### src/rtl/wb_drain.sv
// Writeback drain buffer. Holds completed GPR/CSR writebacks while the write
// ports are blocked, replays them in program order once unblocked, and
// forwards the youngest pending GPR value to decode.
module wb_drain #(
    parameter int DEPTH = 4
) (
    input  logic        clk,
    input  logic        rst,
    input  logic        wb_valid,
    input  logic [4:0]  wb_rd,
    input  logic        wb_rd_we,
    input  logic [63:0] wb_data,
    input  logic        wb_csr_we,
    input  logic [11:0] wb_csr_addr,
    input  logic [63:0] wb_csr_data,
    input  logic        block,
    output logic        rf_we,
    output logic [4:0]  rf_addr,
    output logic [63:0] rf_wdata,
    output logic        csr_we,
    output logic [11:0] csr_addr,
    output logic [63:0] csr_wdata,
    input  logic [4:0]  rs1_addr,
    input  logic [4:0]  rs2_addr,
    output logic        rs1_hit,
    output logic        rs2_hit,
    output logic [63:0] rs1_data,
    output logic [63:0] rs2_data,
    output logic        full,
    output logic        empty,
    output logic        overflow
);

    localparam int PW = $clog2(DEPTH);

    typedef struct packed {
        logic [4:0]  rd;
        logic        rd_we;
        logic [63:0] data;
        logic        csr_we;
        logic [11:0] csr_addr;
        logic [63:0] csr_data;
    } entry_t;

    entry_t            mem [DEPTH];
    logic [DEPTH-1:0]  vld;
    logic [PW-1:0]     head, tail;
    logic [PW:0]       count;
    logic              ovf_q;

    entry_t            in_e;
    logic              useful, enq, deq;

    // Normalise the incoming writeback; x0 targets lose their GPR enable.
    always_comb begin
        in_e          = '0;
        in_e.rd       = wb_rd;
        in_e.rd_we    = wb_rd_we && (wb_rd != 5'd0);
        in_e.data     = wb_data;
        in_e.csr_we   = wb_csr_we;
        in_e.csr_addr = wb_csr_addr;
        in_e.csr_data = wb_csr_data;
    end

    assign useful   = wb_valid && ((wb_rd_we && (wb_rd != 5'd0)) || wb_csr_we);
    assign full     = (count == (PW+1)'(DEPTH));
    assign empty    = (count == '0);
    assign overflow = ovf_q;

    // Dequeue whenever ports are free and something is queued. Enqueue while
    // blocked (if room), or behind a draining head so order is preserved;
    // an unblocked input to an empty buffer passes straight through instead.
    assign deq = !block && !empty;
    assign enq = useful && (block ? !full : !empty);

    // Queue bookkeeping: pointers, occupancy, valid bits and sticky overflow.
    always_ff @(posedge clk or negedge rst) begin
        if (!rst) begin
            head  <= '0;
            tail  <= '0;
            count <= '0;
            vld   <= '0;
            ovf_q <= 1'b0;
        end else begin
            if (deq) begin
                vld[head] <= 1'b0;
                head      <= head + 1'b1;
            end
            // At full with a simultaneous dequeue, head == tail: set wins.
            if (enq) begin
                vld[tail] <= 1'b1;
                tail      <= tail + 1'b1;
            end
            case ({enq, deq})
                2'b10:   count <= count + 1'b1;
                2'b01:   count <= count - 1'b1;
                default: count <= count;
            endcase
            if (useful && full && block)
                ovf_q <= 1'b1;
        end
    end

    // Entry payload storage; validity is tracked separately so no reset needed.
    always_ff @(posedge clk) begin
        if (enq)
            mem[tail] <= in_e;
    end

    // Write-port mux: head entry when queued, else pass-through; zero when idle.
    always_comb begin
        entry_t src;
        logic   act;
        src       = empty ? in_e : mem[head];
        act       = rst && !block && (empty ? useful : 1'b1);
        rf_we     = act && src.rd_we;
        rf_addr   = rf_we ? src.rd : 5'd0;
        rf_wdata  = rf_we ? src.data : 64'd0;
        csr_we    = act && src.csr_we;
        csr_addr  = csr_we ? src.csr_addr : 12'd0;
        csr_wdata = csr_we ? src.csr_data : 64'd0;
    end

    // Forwarding: walk head to tail so the youngest matching entry wins.
    always_comb begin
        logic [PW-1:0] idx;
        idx      = '0;
        rs1_hit  = 1'b0;
        rs2_hit  = 1'b0;
        rs1_data = 64'd0;
        rs2_data = 64'd0;
        for (int i = 0; i < DEPTH; i++) begin
            idx = head + PW'(i);
            if (vld[idx] && mem[idx].rd_we) begin
                if (rs1_addr != 5'd0 && mem[idx].rd == rs1_addr) begin
                    rs1_hit  = 1'b1;
                    rs1_data = mem[idx].data;
                end
                if (rs2_addr != 5'd0 && mem[idx].rd == rs2_addr) begin
                    rs2_hit  = 1'b1;
                    rs2_data = mem[idx].data;
                end
            end
        end
    end

endmodule

### config.mk
export PLATFORM = sky130hd
export DESIGN_NAME = wb_drain
export DESIGN_NICKNAME = d
export VERILOG_FILES = /design/src/rtl/wb_drain.sv
export SDC_FILE = /design/constraint.sdc
export NUM_CORES = 1
export LEC_CHECK = 0
export CAP_MARGIN = 5
export CORE_MARGIN = 8
export CORE_UTILIZATION = 45
export CTS_BUF_LIST = sky130_fd_sc_hd__clkbuf_8
export DETAILED_ROUTE_END_ITERATION = 8
export PLACE_DENSITY = 0.7
export SYNTH_ARGS = -nofsm -noshare
export SYNTH_HDL_FRONTEND = slang
export SYNTH_SLANG_ARGS = --single-unit
### constraint.sdc
create_clock -name clk -period 5.1 [get_ports clk]
set_clock_uncertainty 0.1 [all_clocks]
set_input_delay 0.51 -clock clk [delete_from_list [all_inputs] [get_ports clk]]
set_output_delay 0.51 -clock clk [all_outputs]
set_load 0.005 [all_outputs]
==> results.md <==
- DP Wirelength: 70.6 mm
- Vias in the first global route: 27,200
- # H-tree levels: 3
- CTS tree: done
- Starting Density: 0.452
- Peak Freq: 198 MHz
- Met2 routed WL: 55.1 mm
- Met1 wire length: 40.7 mm
- Post-synth top area share: 0.517
- FF+latch area: 0.0180 mm²
- Startpoint Class: flop
- Largest net degree at the start of global routing: 131
- Final Hold Viols: 0
- Io pins: 441
- Floorplan row count: 101
- VDD IR max: 0.613 mV
- Maxcap violations: 0
- Status: complete, no violations
- Synthesized cell area: 0.0341 mm²
- Initial drt markers: 3,164
- Slew Viols, Final: 0
- Seq/Total Area, Yosys: 0.526
- CTS clk-pin slew, worst paths: 0.06 ns
- Synth Flop Type: edfxtp_1
- Power per cell area: 553 mW/mm²
- Setup violators final: 0
- Filler Cells Inserted: 6,027
- Worst-Margin Slew: 1.06 ns
- Hold_ws: 0.372 ns
- Worst hold path type: in -> reg
- Dpl cells: 3,793
- Post-route ant nets: 0
- Tmin final: 5.05 ns
- Maximum fanout along the worst path: 35
- Drt total wl: 116 mm
- All-Layer GR Usage: 0.259
- Buffers added on ports: 440
- Fraction of layout cells with a size suffix above 1: 0.215
- Setup WS pre-CTS: 0.373 ns
- Clock Sinks: 600
- Initial antenna violation count: 7
- Global route overflow: 0
- Core area: 0.0756 mm²
- Syn Area/Cell: 13.3 µm²
- Vias: 26,500
- Nets: 3,110
- Clock latency on the worst-skew pair: 0.70 ns
- Die area: 0.0849 mm²
- Synth async-reset ratio: 0.0200
- Syn Nets: 2,731
- Number of iterations in the first detailed-routing pass: 7
- Synth Warn #: 0
- Final Cycle Share: 0.990
- Leakage: 0.0139 µW
- CTS buffer count: 97
- Slew margin rel.: 0.296
- Largest cells by area after synthesis: edfxtp_1 (52%), mux4_2 (22%), nand2_1 (4.3%)
- DRC Markers: 0
- Global-route wire length before repair: 170 mm
- Highest Signal Layer: met5
- Setup CP Type: reg -> out
- Area of the multi-input gates: 0.0152 mm²
- Unrepaired setup endpoints after global routing: yes
- Met3 WL: 15.4 mm
- Root Buffer: clkbuf_8
- Vias per cell: 6.62
- Crit path DAT: 4.44 ns
- Synth unique cells: 51
- Die Ht: 291 µm
- Area delta synth->final: 23.7%
- EDFF count, synth: 588
- Clock buffer depth: 3
- Gpl congestion: 0.879
- Setup crit end kind: output port
- Synth area leader: edfxtp_1
- WL/cell: 29.0 µm
- Critical path data required time: 4.49 ns
- Util after Layout: 0.559
- Total power: 23,300 µW
- Die width: 291 µm
- Yosys reg bits: 600
- Final Instance Count excl. Fillers: 4,001
- Post-Syn Instances: 2,560
- Worst Setup Slack, final: 0.0527 ns
[worst paths after layout]
| kind | from | to | slack, ns | depth (start not counted) |
|---|---|---|---|---|
| min in group asynchronous | rst | overflow | 0.56 | 3 |
| min reg2reg | vld[2] | vld[2] | 0.40 | 1 |
| max reg2reg | count[2] | count[2] | 1.84 | 9 |
| min | wb_csr_data[6] | mem[3][6] | 0.37 | 1 |
| max in group asynchronous | rst | head[1] | 4.10 | 3 |
| max | head[1] | rs2_data[29] | 0.05 | 11 |
[critical path, cell delays in order (launching register included)]
cell and delay (ns):
dfrtp_4 0.50, inv_1 0.19, ha_4 0.25, buf_2 0.17, mux4_2 0.36, xnor2_1 0.18
nand4_1 0.23, nor3b_4 0.36, buf_12 0.28, nor3_1 0.10, a211oi_1 0.49, clkdlybuf4s50_1 0.62
[report_power, final]
group | switching (µW) | total [µW] | leakage [µW] | internal, µW
Clock | 2020 | 4270 | 0.00109 | 2250
Sequential | 349 | 6620 | 0.00550 | 6280
Combinational | 6860 | 12400 | 0.00732 | 5570
Total | 9230 | 23300 | 0.0139 | 14100
[cell usage after synthesis, types with 2 or more instances]
cell type	instances
nand2_1	395
clkbuf_1	150
nand4_1	5
o21ai_1	2
buf_4	4
o311a_1	4
nor3_1	170
a311o_1	5
mux2i_1	28
xor2_1	13
buf_6	5
a311oi_1	30
buf_2	73
o2111ai_1	25
xnor2_1	33
o211a_1	25
ha_1	9
nand3_1	7
or3_1	5
mux4_2	331
nor2_1	115
buf_1	24
nor4_1	12
a211oi_1	64
o31ai_1	48
a31oi_1	64
edfxtp_1	588
a21oi_1	146
a22o_1	5
a21o_1	4
or2_1	2
dfrtp_1	12
o21ai_0	50
nor3b_2	2
mux2_2	27
and2_1	11
inv_1	53
[final cells by class]
class / instances / share of cell area
timing repair buffer: 535 / 0.133
sequential: 600 / 0.426
clock buffer: 99 / 0.0323
clock inverter: 80 / 0.0146
multi-input combinational: 1652 / 0.360
antenna: 4 / 0.000237
inverter: 53 / 0.00483
tap: 978 / 0.0290
[routing by layer]
metal | GRT usage | up-vias
met1 | 0.311 | 13200
met4 | 0.115 | 8
met2 | 0.423 | 1867
met5 | 0 | -
li1 | - | 11000
met3 | 0.0881 | 406
[cells by family after synthesis]
logic type,count (synthesis),synth area share
and+or+nand+nor,735,0.0923
DFF,600,0.526
AOI/OAI and AO/OA,474,0.0921
muxes,386,0.236
buffers and inverters,309,0.0382
xor gates and xnor gates,46,0.0118
adders and majority gates,10,0.00389
[per-stage QoR]
step | cell area (µm²) | setup TNS, ns
floorplan | 34100 | 0
global placement | 39700 | 0
detailed placement | 39700 | 0
CTS | 41900 | -0.166
global route | 42200 | -0.492
finish | 42200 | 0
[state kept, by name, summed over array words and instances, names as in the netlist]
| name | flops |
|---|---|
| mem | 588 |
| head | 2 |
| count | 3 |
| tail | 2 |
| vld | 4 |
| overflow | 1 |
[cells in the final DEF, fill, tap and decap left out, types with 30 or more instances in the layout]
| cell | instances |
|---|---|
| inv_1 | 75 |
| edfxtp_1 | 588 |
| buf_4 | 52 |
| o21ai_0 | 46 |
| clkdlybuf4s50_1 | 425 |
| nor2_1 | 112 |
| nor3_1 | 170 |
| nand2_1 | 392 |
| clkbuf_8 | 99 |
| a211oi_1 | 35 |
| xnor2_1 | 32 |
| a21oi_1 | 146 |
| mux4_2 | 331 |
| o31ai_1 | 43 |
| a31oi_1 | 64 |
| a311oi_1 | 30 |
[repair_timing]
action / CTS / global route
buffers inserted: 10 / 9
gates cloned: 2 / 3
hold endpoints to repair: 8 / 0
setup endpoints to repair: 124 / 90
pin swaps: 2 / 8
hold buffers: 1 / 0
gates resized for setup: 28 / 51
Power figures use the tool's default switching activity.
